==> config.mk <==
export PLATFORM = sky130hd
export DESIGN_NAME = forwarding_hazard_unit_flat
export DESIGN_NICKNAME = d
export VERILOG_FILES = /design/src/rtl/forwarding_hazard_unit_if.sv /design/src/rtl/forwarding_hazard_unit.sv /design/src/flat_wrapper.sv
export SDC_FILE = /design/constraint.sdc
export NUM_CORES = 1
export LEC_CHECK = 0
export ABC_AREA = 1
export BUFFER_PORTS_ARGS = -buffer_cell sky130_fd_sc_hd__buf_2
export CORE_ASPECT_RATIO = 0.75
export CORE_UTILIZATION = 50
export CTS_CLUSTER_DIAMETER = 200
export CTS_CLUSTER_SIZE = 10
export DETAILED_ROUTE_END_ITERATION = 10
export MAX_ROUTING_LAYER = met4
export PLACE_DENSITY_LB_ADDON = 0.1
export REMOVE_ABC_BUFFERS = 1
export SKIP_LAST_GASP = 1
export SLEW_MARGIN = 20
export SYNTH_ARGS = -nofsm -noshare
export SYNTH_HDL_FRONTEND = slang
export SYNTH_SLANG_ARGS = --single-unit
==> constraint.sdc <==
create_clock -name clk -period 5.6 [get_ports clk]
set_clock_uncertainty 0.2 [all_clocks]
set_input_delay 0.28 -clock clk [delete_from_list [all_inputs] [get_ports clk]]
set_output_delay 0.28 -clock clk [all_outputs]
set_load 0.005 [all_outputs]
==> src/rtl/forwarding_hazard_unit_if.sv <==
// Signal bundle between the pipeline control logic and the forwarding/hazard unit.
// master: the pipeline side (drives stage addresses and flags, consumes controls).
// slave:  the forwarding/hazard unit.
interface forwarding_hazard_unit_if #(
    parameter int ADDR_W = 5,
    parameter int CNT_W  = 16
);
    // ID-stage sources
    logic [ADDR_W-1:0] rs_addr_fd;
    logic [ADDR_W-1:0] rt_addr_fd;
    logic              uses_rs_fd;
    logic              uses_rt_fd;
    // DX-stage producer
    logic [ADDR_W-1:0] write_reg_addr_dx;
    logic              write_reg_dx;
    logic              mem_read_dx;
    // XM-stage producer
    logic [ADDR_W-1:0] write_reg_addr_xm;
    logic              write_reg_xm;
    logic              mem_read_xm;
    logic              mem_ready;
    // Control outputs
    logic              stall_fd;
    logic              bubble_dx;
    logic              freeze;
    logic [1:0]        alu_a_mux_sel;
    logic [1:0]        alu_b_mux_sel;
    logic              timeout_err;
    logic [CNT_W-1:0]  stall_cycles;

    modport master (
        output rs_addr_fd, rt_addr_fd, uses_rs_fd, uses_rt_fd,
        output write_reg_addr_dx, write_reg_dx, mem_read_dx,
        output write_reg_addr_xm, write_reg_xm, mem_read_xm, mem_ready,
        input  stall_fd, bubble_dx, freeze, alu_a_mux_sel, alu_b_mux_sel,
        input  timeout_err, stall_cycles
    );

    modport slave (
        input  rs_addr_fd, rt_addr_fd, uses_rs_fd, uses_rt_fd,
        input  write_reg_addr_dx, write_reg_dx, mem_read_dx,
        input  write_reg_addr_xm, write_reg_xm, mem_read_xm, mem_ready,
        output stall_fd, bubble_dx, freeze, alu_a_mux_sel, alu_b_mux_sel,
        output timeout_err, stall_cycles
    );
endinterface

==> src/rtl/forwarding_hazard_unit.sv <==
// Forwarding and hazard control for the 5-stage pipeline.
// ALU bypass selects are computed in ID and registered so they are valid while the
// instruction sits in DX. Load-use hazards produce a one-cycle stall plus bubble;
// a load waiting in XM for mem_ready freezes the whole pipeline, bounded by MAX_WAIT.
module forwarding_hazard_unit #(
    parameter int ADDR_W   = 5,
    parameter int ZERO_REG = 1,
    parameter int MAX_WAIT = 16,
    parameter int CNT_W    = 16
) (
    input logic                    clk,
    input logic                    rst,
    forwarding_hazard_unit_if.slave hz
);
    localparam int WAIT_W = (MAX_WAIT > 2) ? $clog2(MAX_WAIT) : 1;
    localparam logic [WAIT_W-1:0] LAST_CNT = WAIT_W'(MAX_WAIT - 1);

    localparam logic [1:0] SEL_RF = 2'b00;
    localparam logic [1:0] SEL_XM = 2'b10;
    localparam logic [1:0] SEL_MW = 2'b01;

    typedef enum logic {
        ST_RUN,
        ST_MEM_WAIT
    } state_t;

    state_t            state, state_nxt;
    logic [WAIT_W-1:0] wait_cnt, wait_cnt_nxt;
    logic              timeout_set;
    logic              last;
    logic              freeze_raw;
    logic              hazard_raw;
    logic              dx_valid, xm_valid;
    logic [1:0]        sel_a_q, sel_b_q;
    logic [1:0]        sel_a_nxt, sel_b_nxt;
    logic              err_q;
    logic [CNT_W-1:0]  cnt_q;

    function automatic logic valid_prod(input logic we, input logic [ADDR_W-1:0] addr);
        return we && ((ZERO_REG == 0) || (addr != '0));
    endfunction

    // Younger (DX) producer takes priority over the older (XM) one.
    function automatic logic [1:0] fwd_sel(input logic used, input logic [ADDR_W-1:0] src,
                                           input logic dxv, input logic [ADDR_W-1:0] dxa,
                                           input logic xmv, input logic [ADDR_W-1:0] xma);
        if (!used)                  return SEL_RF;
        else if (dxv && src == dxa) return SEL_XM;
        else if (xmv && src == xma) return SEL_MW;
        else                        return SEL_RF;
    endfunction

    // Producer validity, memory-wait freeze and load-use detection
    always_comb begin
        dx_valid   = valid_prod(hz.write_reg_dx, hz.write_reg_addr_dx);
        xm_valid   = valid_prod(hz.write_reg_xm, hz.write_reg_addr_xm);
        last       = (state == ST_MEM_WAIT) && (wait_cnt == LAST_CNT);
        freeze_raw = hz.mem_read_xm & ~hz.mem_ready & ~last;
        hazard_raw = ~freeze_raw & hz.mem_read_dx & dx_valid &
                     ((hz.uses_rs_fd && hz.rs_addr_fd == hz.write_reg_addr_dx) ||
                      (hz.uses_rt_fd && hz.rt_addr_fd == hz.write_reg_addr_dx));
        sel_a_nxt  = fwd_sel(hz.uses_rs_fd, hz.rs_addr_fd, dx_valid, hz.write_reg_addr_dx,
                             xm_valid, hz.write_reg_addr_xm);
        sel_b_nxt  = fwd_sel(hz.uses_rt_fd, hz.rt_addr_fd, dx_valid, hz.write_reg_addr_dx,
                             xm_valid, hz.write_reg_addr_xm);
    end

    // Memory-wait FSM next state; a ready on the last wait cycle beats the timeout
    always_comb begin
        state_nxt    = state;
        wait_cnt_nxt = wait_cnt;
        timeout_set  = 1'b0;
        case (state)
            ST_RUN: begin
                if (freeze_raw) begin
                    state_nxt    = ST_MEM_WAIT;
                    wait_cnt_nxt = '0;
                end
            end
            ST_MEM_WAIT: begin
                wait_cnt_nxt = wait_cnt + 1'b1;
                if (hz.mem_ready) begin
                    state_nxt    = ST_RUN;
                    wait_cnt_nxt = '0;
                end else if (last) begin
                    state_nxt    = ST_RUN;
                    wait_cnt_nxt = '0;
                    timeout_set  = 1'b1;
                end
            end
            default: begin
                state_nxt    = ST_RUN;
                wait_cnt_nxt = '0;
            end
        endcase
    end

    // FSM state and wait counter register
    always_ff @(posedge clk or posedge rst) begin
        if (rst) begin
            state    <= ST_RUN;
            wait_cnt <= '0;
        end else begin
            state    <= state_nxt;
            wait_cnt <= wait_cnt_nxt;
        end
    end

    // Bypass select registers: held during freeze, cleared by a bubble
    always_ff @(posedge clk or posedge rst) begin
        if (rst) begin
            sel_a_q <= SEL_RF;
            sel_b_q <= SEL_RF;
        end else if (freeze_raw) begin
            sel_a_q <= sel_a_q;
            sel_b_q <= sel_b_q;
        end else if (hazard_raw) begin
            sel_a_q <= SEL_RF;
            sel_b_q <= SEL_RF;
        end else begin
            sel_a_q <= sel_a_nxt;
            sel_b_q <= sel_b_nxt;
        end
    end

    // Sticky timeout flag and saturating stall-cycle counter
    always_ff @(posedge clk or posedge rst) begin
        if (rst) begin
            err_q <= 1'b0;
            cnt_q <= '0;
        end else begin
            if (timeout_set)
                err_q <= 1'b1;
            if ((freeze_raw | hazard_raw) && (cnt_q != '1))
                cnt_q <= cnt_q + 1'b1;
        end
    end

    // Combinational controls are masked by reset so they drop immediately
    always_comb begin
        hz.freeze        = freeze_raw & ~rst;
        hz.stall_fd      = hazard_raw & ~rst;
        hz.bubble_dx     = hazard_raw & ~rst;
        hz.alu_a_mux_sel = sel_a_q;
        hz.alu_b_mux_sel = sel_b_q;
        hz.timeout_err   = err_q;
        hz.stall_cycles  = cnt_q;
    end
endmodule

==> src/flat_wrapper.sv <==
// flat-port wrapper written by rule: the top's interface ports become plain ports
module forwarding_hazard_unit_flat 
#(
    parameter int ADDR_W   = 5,
    parameter int ZERO_REG = 1,
    parameter int MAX_WAIT = 16,
    parameter int CNT_W    = 16
)
  (clk, rst, hz_rs_addr_fd, hz_rt_addr_fd, hz_uses_rs_fd, hz_uses_rt_fd, hz_write_reg_addr_dx, hz_write_reg_dx, hz_mem_read_dx, hz_write_reg_addr_xm, hz_write_reg_xm, hz_mem_read_xm, hz_mem_ready, hz_stall_fd, hz_bubble_dx, hz_freeze, hz_alu_a_mux_sel, hz_alu_b_mux_sel, hz_timeout_err, hz_stall_cycles);
  forwarding_hazard_unit_if #(.ADDR_W(ADDR_W), .CNT_W(CNT_W)) hz_i ();
  input logic clk;
  input logic rst;
  input wire logic [$bits(hz_i.rs_addr_fd)-1:0] hz_rs_addr_fd;
  input wire logic [$bits(hz_i.rt_addr_fd)-1:0] hz_rt_addr_fd;
  input wire logic [$bits(hz_i.uses_rs_fd)-1:0] hz_uses_rs_fd;
  input wire logic [$bits(hz_i.uses_rt_fd)-1:0] hz_uses_rt_fd;
  input wire logic [$bits(hz_i.write_reg_addr_dx)-1:0] hz_write_reg_addr_dx;
  input wire logic [$bits(hz_i.write_reg_dx)-1:0] hz_write_reg_dx;
  input wire logic [$bits(hz_i.mem_read_dx)-1:0] hz_mem_read_dx;
  input wire logic [$bits(hz_i.write_reg_addr_xm)-1:0] hz_write_reg_addr_xm;
  input wire logic [$bits(hz_i.write_reg_xm)-1:0] hz_write_reg_xm;
  input wire logic [$bits(hz_i.mem_read_xm)-1:0] hz_mem_read_xm;
  input wire logic [$bits(hz_i.mem_ready)-1:0] hz_mem_ready;
  output wire logic [$bits(hz_i.stall_fd)-1:0] hz_stall_fd;
  output wire logic [$bits(hz_i.bubble_dx)-1:0] hz_bubble_dx;
  output wire logic [$bits(hz_i.freeze)-1:0] hz_freeze;
  output wire logic [$bits(hz_i.alu_a_mux_sel)-1:0] hz_alu_a_mux_sel;
  output wire logic [$bits(hz_i.alu_b_mux_sel)-1:0] hz_alu_b_mux_sel;
  output wire logic [$bits(hz_i.timeout_err)-1:0] hz_timeout_err;
  output wire logic [$bits(hz_i.stall_cycles)-1:0] hz_stall_cycles;
  assign hz_i.rs_addr_fd = hz_rs_addr_fd;
  assign hz_i.rt_addr_fd = hz_rt_addr_fd;
  assign hz_i.uses_rs_fd = hz_uses_rs_fd;
  assign hz_i.uses_rt_fd = hz_uses_rt_fd;
  assign hz_i.write_reg_addr_dx = hz_write_reg_addr_dx;
  assign hz_i.write_reg_dx = hz_write_reg_dx;
  assign hz_i.mem_read_dx = hz_mem_read_dx;
  assign hz_i.write_reg_addr_xm = hz_write_reg_addr_xm;
  assign hz_i.write_reg_xm = hz_write_reg_xm;
  assign hz_i.mem_read_xm = hz_mem_read_xm;
  assign hz_i.mem_ready = hz_mem_ready;
  assign hz_stall_fd = hz_i.stall_fd;
  assign hz_bubble_dx = hz_i.bubble_dx;
  assign hz_freeze = hz_i.freeze;
  assign hz_alu_a_mux_sel = hz_i.alu_a_mux_sel;
  assign hz_alu_b_mux_sel = hz_i.alu_b_mux_sel;
  assign hz_timeout_err = hz_i.timeout_err;
  assign hz_stall_cycles = hz_i.stall_cycles;
  forwarding_hazard_unit #(.ADDR_W(ADDR_W), .ZERO_REG(ZERO_REG), .MAX_WAIT(MAX_WAIT), .CNT_W(CNT_W)) u_core (.clk(clk), .rst(rst), .hz(hz_i));
endmodule
After elaboration in Yosys (flattened, before gate mapping)
Index checks and enable logic that the tools add are counted.
{ "word_totals": {"output_inout_bits": 24, "regBits": 26} }
{ "classes": {"mux": 19, "n_reduce_logical": 13, "eq_ne": 7, "bitwise_logic": 13, "add_sub_neg": 2} }
{ "ops": {"columns": ["op", "count"], "rows": [
  ["equality test 5 bit", 4],
  ["adder 16 x 1 -> 16 bit, second input constant", 1],
  ["inequality test 16 bit, second input constant", 1],
  ["2-to-1 mux 2 bit", 6],
  ["2-to-1 mux 4 bit", 3],
  ["logical AND 1 bit", 10],
  ["nonzero test 5 bit", 2],
  ["2-to-1 mux 1 bit", 8],
  ["one-hot mux 4 bit (2 select lines)", 1],
  ["bitwise AND 1 bit", 7],
  ["inverter 1 bit", 5],
  ["adder 4 x 1 -> 4 bit, second input constant", 1],
  ["equality test 4 bit, second input constant", 1],
  ["inequality test 2 x 1 -> 1 bit, second input constant", 1],
  ["one-hot mux 1 bit (2 select lines)", 1],
  ["logical OR 1 bit", 1],
  ["OR 1 bit", 1]
]} }

Depth between registers and ports, before layout
Gate-level depths: netlist of run 1.
{ "depth": {"depth_word": 10, "depth_mapped": 13, "ltp_nobuf": 12} }

Worst setup path after synthesis of run 1
OpenSTA, ideal clock, no wires.
{ "synth_timing": {"path_kind": "register to output", "start": "register u_core.wait_cnt[0]", "end": "output hz_stall_fd", "arrival_time_ps": 1416, "n_path_buf": 1, "setup_slack_ps": 3704, "path_stages_with_launch": 11, "required_ps": 5120, "cell_sequence": "dfrtp_1 > ha_1 > nand3_2 > nor2_4 > nor2_4 > nand2_8 > nand2_4 > nor2_4 > nand2_4 > nor2_1 > buf_4"} }
{ "synth_between": {"elab_chain_cells": 9} }
{ "synth_rtl": {"columns": ["item", "line", "source"], "rows": [
  ["start: declaration", "forwarding_hazard_unit.sv:28", "logic [WAIT_W-1:0] wait_cnt, wait_cnt_nxt;"],
  ["start signal: assignment", "forwarding_hazard_unit.sv:105", "wait_cnt <= wait_cnt_nxt;"],
  ["equality test 4 bit", "forwarding_hazard_unit.sv:57", "last = (state == ST_MEM_WAIT) && (wait_cnt == LAST_CNT);"],
  ["logical AND 1 bit", "forwarding_hazard_unit.sv:57", null],
  ["inverter 1 bit", "forwarding_hazard_unit.sv:58", "freeze_raw = hz.mem_read_xm & ~hz.mem_ready & ~last;"],
  ["bitwise AND 1 bit", "forwarding_hazard_unit.sv:58", null],
  ["inverter 1 bit", "forwarding_hazard_unit.sv:59", "hazard_raw = ~freeze_raw & hz.mem_read_dx & dx_valid &"],
  ["bitwise AND 1 bit (3 in series)", "forwarding_hazard_unit.sv:59", null],
  ["bitwise AND 1 bit", null, null],
  ["end: declaration", "flat_wrapper.sv:24", "output wire logic [$bits(hz_i.stall_fd)-1:0] hz_stall_fd;"]
]} }
Every way passes these cells.

Worst setup path after layout of run 1
{ "layout_timing": {"start": "register u_core.wait_cnt[0]", "end": "output hz_bubble_dx"} }
{ "layout_between": {"elab_chain_cells": 9} }
{ "layout_rtl": {"columns": ["item", "line", "source"], "rows": [
  ["equality test 4 bit", "forwarding_hazard_unit.sv:57", null],
  ["logical AND 1 bit", "forwarding_hazard_unit.sv:57", null],
  ["inverter 1 bit", "forwarding_hazard_unit.sv:58", null],
  ["bitwise AND 1 bit", "forwarding_hazard_unit.sv:58", null],
  ["inverter 1 bit", "forwarding_hazard_unit.sv:59", null],
  ["bitwise AND 1 bit (3 in series)", "forwarding_hazard_unit.sv:59", null],
  ["bitwise AND 1 bit", "forwarding_hazard_unit.sv:143", "hz.bubble_dx = hazard_raw & ~rst;"],
  ["end: declaration", "flat_wrapper.sv:25", "output wire logic [$bits(hz_i.bubble_dx)-1:0] hz_bubble_dx;"]
]} }
Every way passes these cells.

==> impl_results.md, run 1 <==
* Status: finished, final reports clean
* Max Slew Vio Count at 0
* CTS root buffer: clkbuf_8
* Leak at 0.00123 µW
* Distinct cell type count of the synthesized netlist at 31
* Met2 Wirelength at 1780 µm
* Top Layer Used: met4
* Antenna violations before repair at 0
* M1 WL at about 2100 µm
* CP Launch Type: register
* First-pass GRT wire length at 7330 µm
* DP HPWL at around 3300 µm
* Sw frac at 29.3%
* Die Area at about 4000 µm²
* I/O Buffers at 52
* Post-synthesis cell area at 1870 µm²
* Die H at ~55 µm
* Pwr dens at 219 nW/µm²
* Crit path DAT at 1780 ps
* Bufs on Longest Clock Path at 2
* Core box area at 3420 µm²
* CP peak stage delay at 390 ps
* Tmin final at 2260 ps
* Syn Area/Cell at 7.05 µm²
* 1st-iter DRT viols at 115
* Setup Total Neg Slack at 0 ps
* # Max-Cap Violations at 0
* Sequential share of power at 46.3%
* CP Max Fanout at 6
* Antenna Nets Post-Route at 0
* Critical-path cell list: ha_1, nand3_2, nor2_4, nor2_4, nand2_8, nand2_4, nor2_4, nand2_4, nor2_1, buf_2
* Via density at 5.03
* Routability cong. at between 0.8 and 0.9
* Post-synth ARST share at 100%
* Layout net count at 351
* Cell taking the most area after synthesis: dfrtp_1
* Tcrit/Tclk final at 40.3%
* Drt drc at 0
* Power Total at 491 µW
* Vias at 1856
* Final WS setup at 3340 ps
* Share of cells above drive strength 1 at 22.9%
* CTS tree: yes
* Most used cell, CP: nor2_4
* Drt pass-1 iters at 4
* Yosys warns at 0
* Delay-heaviest family, CP: simple AND/OR/NAND/NOR gates
* VDD IR max at 132 µV
* Most used DFF post-synth: dfrtp_1
* RSZ-0062 raised after global routing: no
* Clock Sinks at 26
* Clk slew on worst S/H paths at 90 ps
* Synth Instances at 265
* Initial core utilization at 54.6%
* P&R area growth vs syn at 20.0%
* Worst Setup End Kind: output port
* Crit path required time at 5120 ps
* Number of H-tree levels at 1
* Final Util at 65.5%
* Seq cells post-synth at 26
* Worst slew margin at 37.9%
* Slowest stage cell, crit path: dfrtp_1
* EDFF count, synth at 0
* F_max at ~0.44 GHz
* Core Rows at 18
* HP Class: in2reg
* Met3 wire length at 262 µm
* Comb pwr share at 21.5%
* Net Sw Power at ~140 µW
* Final setup violation count at 0
* Gr usage total at ~25%
* I/O pin count at 53
* Final wirelength at 4200 µm
* Clock power frac at 32.3%
* Hold Vio Cnt, Final at 0
* Fillers at 325
* Worst slack, placed at 3600 ps
* Pint at approximately 350 µW
* CTS buffer count at 3
* Synth area leaders: dfrtp_1 35%, nand2_1 18%, nand3_1 7.0%, inv_1 6.2%, nor2_1 4.4%
* Critical path class: reg2out
* Avg WL per Cell at 11.4 µm
* Critical path buffers and inverters at 1
* Largest net degree at the start of global routing at 27
* Worst-Skew Late Latency at approximately 280 ps
* Die X-Extent at 72.6 µm
* Sequential area share after synthesis at 34.8%
* Worst-Margin Slew at 925 ps
* Vias in the first global route at roughly 1.6k
* Antenna diodes at 0
* Yosys top cell area share at 34.8%
* Grt ovf at 0
==> cells in the final DEF, fill, tap and decap left out <==
cell / instances
nand2_1: 92
buf_2: 52
inv_1: 30
nand3_1: 26
dfrtp_1: 26
nor2_1: 22
nand4_1: 11
xnor2_1: 8
xor2_1: 7
o21ai_0: 5
inv_2: 4
nor3_1: 4
nor2_4: 3
clkbuf_8: 3
nand3_2: 2
nand2_8: 2
nand2_4: 2
nor3_2: 2
clkinv_1: 2
a22o_1: 2
ha_1: 2
nor2_2: 1
nand2_2: 1
nand3b_1: 1
nor4_1: 1
a21oi_1: 1
a32o_1: 1
o21bai_1: 1
a21boi_0: 1
o21ai_1: 1
o41ai_1: 1
bufinv_16: 1
dlygate4sd3_1: 1
==> metrics by stage <==
step | hold slack, ps | cells | cell area (µm²)
after floorplan | 120 | 262 | 1840
after global placement | 256 | 364 | 2160
after detailed placement | 257 | 364 | 2160
after CTS | 39.2 | 368 | 2230
after global routing | 47.1 | 369 | 2240
final | 41.7 | 369 | 2240
==> routing by layer <==
layer  up-vias  global-route usage, %
li1        960                      -
met1       833                   35.9
met2        61                   38.5
met3         2                   3.80
met4         0                   2.29
met5         -                      -
==> what timing repair did <==
| item | in CTS | in global routing |
|---|---|---|
| buffers inserted | 0 | 0 |
| hold buffers | 0 | 1 |
| resized for setup | 0 | 0 |
| hold endpoints to repair | 0 | 26 |
==> power groups by stage <==
| stage | clock (µW) | combinational, µW | sequential, µW |
|---|---|---|---|
| after detailed placement | 0 | 104 | 230 |
| after floorplan | 0 | 62.3 | 228 |
| after CTS | 160 | 106 | 227 |
| after global placement | 0 | 105 | 230 |
| final | 158 | 105 | 227 |
| after global routing | 167 | 123 | 231 |
==> synthesized netlist by cell type (2+ instances only) <==
| cell | instances |
|---|---|
| inv_1 | 31 |
| xor2_1 | 7 |
| nand2_4 | 2 |
| nor2_4 | 3 |
| nor2_1 | 22 |
| nand3_2 | 2 |
| buf_6 | 2 |
| nor3_1 | 4 |
| nand2_8 | 2 |
| xnor2_1 | 8 |
| a22o_1 | 2 |
| nand3_1 | 26 |
| nor3_2 | 2 |
| ha_1 | 2 |
| nand4_1 | 11 |
| nand2_1 | 92 |
| dfrtp_1 | 26 |
| inv_2 | 4 |
| o21ai_0 | 5 |
==> sequential cells by signal, indices dropped and copies added, names as in the netlist <==
signal	count
u_core.hz.stall_cycles	16
u_core.wait_cnt	4
u_core.hz.alu_a_mux_sel	2
u_core.hz.alu_b_mux_sel	2
u_core.hz.timeout_err	1
u_core.state	1
==> final timing paths <==
| path | from | endpoint | slack (ps) | cells after the start |
|---|---|---|---|---|
| min in group asynchronous | rst | u_core.hz.timeout_err | 460 | 3 |
| worst max register to register | u_core.wait_cnt[0] | u_core.hz.stall_cycles[5] | 3600 | 12 |
| worst max-delay path | u_core.wait_cnt[0] | hz_bubble_dx | 3340 | 10 |
| worst min-delay path | hz_mem_ready | u_core.wait_cnt[3] | 40 | 2 |
| max in group asynchronous | rst | u_core.hz.stall_cycles[7] | 4310 | 3 |
| worst min register to register | u_core.hz.timeout_err | u_core.hz.timeout_err | 280 | 1 |
==> cell families (layout without fill, tap and decap cells) <==
kind of cell,after synthesis,after routing,synth area share (%)
fa+ha+maj,2,2,1.34
simple gates,170,170,43.3
xor+xnor,15,15,7.03
buf+inv,39,93,8.84
compound gates,13,13,4.62
flops,26,26,34.8
==> area by class of cell <==
cell class              count  area, µm²  area share, %
multi-input cells         200       1050           46.9
well taps                  50       62.6           2.79
flip-flops and latches     26        651           29.0
inverters                  36        135           6.03
clock buffers               3       41.3           1.84
clock inverters             1       30.0           1.34
repair buffers             53        270           12.1
Note: power is estimated with default switching activity, not from simulation.
==> run 2, diff against run 1 <==
Clock period 5.6 ns to 2.11 ns, I/O delays scaled along.
==> run 2 against run 1 <==
Wire length grew 7.3%. Sequential power rose to 2.6 times the previous value. Total power grew to 2.7 times the previous value. Combinational power rose to 3.0 times the previous value. Utilization increased by 3.8 points. Die area did not move. Global-route usage decreased by 0.42 points. Cell count up 4.1%. Flip-flop and latch count is the same. Largest cell class unchanged.
==> impl_results.md, run 2 (synthesized netlist as in run 1, its figures left out) <==
* Status: finished, final reports clean
* Pint at 940 µW
* Via density at 5.04
* Sequential share of power at 45.2%
* Die Area at 3990 µm²
* Tcrit/Tclk final at 97.3%
* Final Util at 69.3%
* P&R area growth vs syn at 27.0%
* Critical path buffers and inverters at 1
* Leading cell type in the layout, fill and taps excluded: nand2_1
* Most frequent cells in the layout: 92 x nand2_1, 52 x buf_2, 31 x inv_1, 26 x nand3_1, 26 x dfrtp_1
* I/O pin count at 53
* Worst-Skew Late Latency at between 200 and 300 ps
* Antenna violations before repair at 0
* # Max-Cap Violations at 0
* Critical-path cell list: ha_2, nand3_2, nor2_4, nor2_4, nand2_8, nand2_4, nor2_4, nand2_4, nor2_4, buf_2
* CTS tree: yes
* CTS buffer count at 3
* DP HPWL at 3460 µm
* I/O Buffers at 52
* Critical Path Source: u_core.wait_cnt[0]
* Crit path required time at between 1500 and 2000 ps
* Tmin final at 2050 ps
* Initial core utilization at 54.6%
* GR Layer Usage met1 at 34.6%
* Max reg flops at 16
* Flop2flop setup slack at 80 ps
* Routability cong. at 0.856
* Vias at 1936
* Final wirelength at 4510 µm
* Pwr dens at 560 nW/µm²
* Antenna diodes at 0
* VDD IR max at 404 µV
* First-pass GRT wire length at 7180 µm
* Largest net degree at the start of global routing at 27
* CP peak stage delay at about 400 ps
* Slowest stage cell, crit path: dfrtp_1
* Drt pass-1 iters at 4
* Worst Setup EP: hz_stall_fd
* Setup Total Neg Slack at 0 ps
* Clock power frac at 31.2%
* Share of cells above drive strength 1 at 26.0%
* Number of H-tree levels at 1
* Avg WL per Cell at 11.7 µm
* Core box area at 3420 µm²
* Fin Hold WS at 31.4 ps
* CTS root buffer: clkbuf_8
* Gr usage total at between 20 and 25%
* Antenna Nets Post-Route at 0
* Cell count along the critical path at 10
* Most used cell, CP: nor2_4
* Post-placement cell count at 370
* CP Launch Type: register
* RSZ-0062 raised after global routing: yes
* Worst R2R Start: u_core.wait_cnt[0]
* Net Sw Power at 388 µW
* Worst Setup End Kind: output port
* Fillers at 332
* M2 GR Usage at 37.9%
* Final setup violation count at 0
* Grt ovf at 0
* F_max at 0.487 GHz
* Worst slew margin at ~76%
* RR Endpoint: u_core.hz.stall_cycles[0]
* Reg2reg path depth at 12
* Comb pwr share at 23.6%
* Layout net count at 366
* 1st-iter DRT viols at 106
* Clk slew on worst S/H paths at roughly 100 ps
* Clock Sinks at 26
* Critical path class: reg2out
* Hold Vio Cnt, Final at 0
* Core Rows at 18
* CP Max Fanout at 6
* Most Crowded Layer GR: met2
* Sw frac at 29.2%
* HP Class: in2reg
* Drt drc at 0
* Crit path DAT at 1750 ps
* Die H at 54.9 µm
* Vias in the first global route at about 1.6k
* Placed Area at 2210 µm²
* Die X-Extent at 72.6 µm
* Leak at 0.00130 µW
* Bufs on Longest Clock Path at 2
* Non-Filler Instances at 384
* Delay-heaviest family, CP: simple AND/OR/NAND/NOR gates
* Met3 usage at 3.99%
* Worst-Margin Slew at 351 ps
* Final Cell Area at 2370 µm²
* Max Slew Vio Count at 0
==> run 2: metal layers <==
layer | share of wire (%) | vias to the layer above
met5 | 0 | -
met4 | 0.49 | 0
met3 | 5.2 | 4
met2 | 42 | 70
met1 | 52 | 878
li1 | - | 984
==> run 2: worst reg2reg max path, cell delays in order, from the launching register on <==
cell	delay, ps
dfrtp_1	400
ha_2	220
nand3_2	110
nor2_4	150
nor2_4	60
nand2_8	90
nand2_4	50
nor2_4	90
nand2_4	100
nand2_8	160
nand2_2	140
nand2_1	90
nand2_1	60
==> run 2: worst min-delay path by stage <==
stage	end	cells after the start	startpoint
finish	u_core.hz.alu_b_mux_sel[0]	4	hz_uses_rt_fd
global route	u_core.hz.alu_a_mux_sel[0]	5	hz_write_reg_xm
CTS	u_core.hz.alu_b_mux_sel[0]	4	hz_uses_rt_fd
detailed placement	u_core.wait_cnt[3]	2	rst
global placement	u_core.hz.timeout_err	2	rst
floorplan	u_core.hz.alu_a_mux_sel[0]	1	rst
==> run 2: power by group through the flow <==
| stage | Clock, µW | Sequential, µW | Combinational [µW] |
|---|---|---|---|
| 2_1_floorplan | 0 | 605 | 165 |
| 6_report | 415 | 600 | 313 |
| 5_1_grt | 437 | 610 | 355 |
| 3_5_place_dp | 0 | 610 | 290 |
| 4_1_cts | 423 | 600 | 297 |
| 3_3_place_gp | 0 | 607 | 291 |
==> run 2: metrics by stage <==
| stage | setup slack, ps | total power (µW) |
|---|---|---|
| 3_3_place_gp | 145 | 897 |
| 2_1_floorplan | 319 | 771 |
| 5_1_grt | -39.4 | 1400 |
| 6_report | 57.9 | 1330 |
| 3_5_place_dp | 121 | 900 |
| 4_1_cts | 15.4 | 1320 |
==> run 2: final cells by class <==
class                      count  area (µm²)  share of cell area, %
inverter                      36         135                   5.70
sequential                    26         651                   27.4
multi-input combinational    200        1060                   44.8
clock buffer                   3        41.3                   1.74
tap                           50        62.6                   2.64
timing repair buffer          68         390                   16.5
clock inverter                 1        30.0                   1.27
==> run 2: timing repair <==
| action | in CTS | in global routing |
|---|---|---|
| endpoints found under the setup margin | 0 | 10 |
| setup buffers | 0 | 6 |
| gates resized for setup | 0 | 3 |
| hold buffers | 4 | 0 |
| hold endpoints to repair | 29 | 0 |
==> run 3, diff against run 2 <==
Settings changed: BUFFER_PORTS_ARGS -buffer_cell sky130_fd_sc_hd__buf_2 to -buffer_cell sky130_fd_sc_hd__clkbuf_2.
==> run 3 against run 2 <==
Wire length fell by 3.1%. Cell count is 0.78% lower. Total power increased by 0.11%. Clock-buffer cell count unchanged. Non-clock buffer count decreased by 3. Clock power is 1% higher. Final area decreased by 0.53%. Sequential power barely moved. Register-to-register slack improved by 30 ps.
==> impl_results.md, run 3 (synthesized netlist as in run 1, its figures left out) <==
* RSZ-0062 raised after global routing: no
* Worst slew margin at 77.8%
* Avg WL per Cell at approximately 11 µm
* Number of H-tree levels at 1
* Tcrit/Tclk final at 95.1%
* Flop2flop setup slack at 110 ps
* Worst R2R Start: u_core.wait_cnt[1]
* Sw frac at 29.5%
* Vias in the first global route at 1613
* Leading cell type in the layout, fill and taps excluded: nand2_1
* Antenna Nets Post-Route at 0
* Antenna violations before repair at 0
* Leak at 0.00127 µW
* Comb pwr share at 23.2%
* Pwr dens at roughly 560 nW/µm²
* Clock Sinks at 26
* Max Slew Vio Count at 0
* Share of cells above drive strength 1 at 25.4%
* Critical path class: reg2out
* Net Sw Power at 393 µW
* Most frequent cells in the layout: 92 x nand2_1, 52 x clkbuf_2, 31 x inv_1, 26 x nand3_1, 26 x dfrtp_1
* Final wirelength at 4370 µm
* Via density at around 5
* Setup Total Neg Slack at 0 ps
* DP HPWL at roughly 3400 µm
* Die H at 54.9 µm
* Layout net count at 363
* Worst-Margin Slew at 328 ps
* Post-placement cell count at 370
* 1st-iter DRT viols at 98
* Status: finished, final reports clean
* Core box area at ~3400 µm²
* Antenna diodes at 0
* Worst Hold Launch: hz_uses_rt_fd
* P&R area growth vs syn at 26.3%
* Gr usage total at 24.6%
* Bufs on Longest Clock Path at 2
* Fillers at 318
* Delay-heaviest family, CP: simple AND/OR/NAND/NOR gates
* Largest net degree at the start of global routing at 27
* CTS tree: yes
* Clock power frac at about a third
* Grt ovf at 0
* # Max-Cap Violations at 0
* Initial core utilization at 54.6%
* I/O pin count at 53
* CP Launch Type: register
* CP peak stage delay at 420 ps
* Vias at ~1.9k
* CTS buffer count at 3
* Tmin final at between 2000 and 2500 ps
* Critical-path cell list: ha_4, nand3_2, nor2_4, nor2_4, nand2_8, nand2_4, nor2_4, nand2_4, nor2_4, clkbuf_2
* HP Class: in2reg
* F_max at 0.498 GHz
* Core Rows at 18
* VDD IR max at 350 µV
* Final Util at around 70%
* Power Total at 1330 µW
* CTS root buffer: clkbuf_8
* Worst-Skew Late Latency at 280 ps
* Crit path required time at 1800 ps
* First-pass GRT wire length at 7290 µm
* I/O Buffers at 52
* Crit path DAT at 1700 ps
* CP Max Fanout at 4
* Sequential share of power at 45.3%
* Drt pass-1 iters at 4
* Worst Setup End Kind: output port
* Die Area at 3990 µm²
* Die X-Extent at between 70 and 80 µm
* Drt drc at 0
* Max reg flops at 16
* Clk slew on worst S/H paths at approximately 100 ps
* Hold Vio Cnt, Final at 0
* Fin Hold WS at 21.3 ps
* Slowest stage cell, crit path: dfrtp_1
* Non-Filler Instances at between 300 and 400
* Critical Path Source: u_core.wait_cnt[1]
* Most used cell, CP: nor2_4
* Final setup violation count at 0
* Pint at between 900 and 1000 µW
* Critical path buffers and inverters at 1
* Routability cong. at around 0.85
-- run 3: cell types whose count changed in the layout (fill, tap and decap cells not counted) --
cell	before	now
ha_2	1	0
buf_2	52	0
buf_4	12	9
ha_4	0	1
clkbuf_2	0	52
-- run 3: worst reg2reg max path: cells and delay by family, from the launching register on --
kind | cells | cell delay (ps)
adders and majority gates | 1 | 160
DFF | 1 | 420
and+or+nand+nor | 11 | 1110
-- run 3: area by class of cell --
| cell class | instances | area [µm²] | area share [%] |
|---|---|---|---|
| Inverter | 36 | 135 | 5.73 |
| Clock buffer | 3 | 41.3 | 1.75 |
| Timing Repair Buffer | 65 | 368 | 15.6 |
| Tap cell | 50 | 62.6 | 2.65 |
| Multi-Input combinational cell | 200 | 1070 | 45.4 |
| Sequential cell | 26 | 651 | 27.6 |
| Clock inverter | 1 | 30.0 | 1.27 |
-- run 3: power by group through the flow --
stage	sequential [µW]	clock [µW]	combinational [µW]
floorplan	605	0	165
global placement	607	0	290
detailed placement	610	0	291
CTS	598	429	304
global route	611	445	354
finish	602	419	309
-- run 3: worst paths after layout --
check | to | depth (start not counted)
setup reg to reg | u_core.hz.stall_cycles[11] | 12
max in group asynchronous | u_core.hz.alu_b_mux_sel[0] | 4
hold / removal | u_core.hz.alu_b_mux_sel[0] | 4
hold reg to reg | u_core.hz.timeout_err | 1
setup / recovery | hz_stall_fd | 10
min in group asynchronous | u_core.hz.timeout_err | 3
-- run 3: layer usage --
layer / vias up / GRT usage, % / routed length [µm]
met2: 67 / 36.9 / 1820
met3: 2 / 4.71 / 275
met4: 0 / 3.27 / 12
li1: 978 / - / -
met5: - / - / 0
met1: 845 / 35.4 / 2250
-- run 3: metrics by stage --
step / instance area (µm²) / worst slack (ps)
after floorplan: 1840 / 319
after global placement: 2210 / 151
after detailed placement: 2210 / 106
after CTS: 2320 / 7.02
after global routing: 2360 / 7.11
final: 2360 / 102
-- run 3: timing repair --
| action | CTS | global route |
|---|---|---|
| hold endpoints to repair | 29 | 0 |
| hold buffers | 4 | 0 |
| pin swaps | 0 | 4 |
| gates resized for setup | 0 | 4 |
| setup endpoints to repair | 2 | 2 |
| buffers inserted | 1 | 2 |
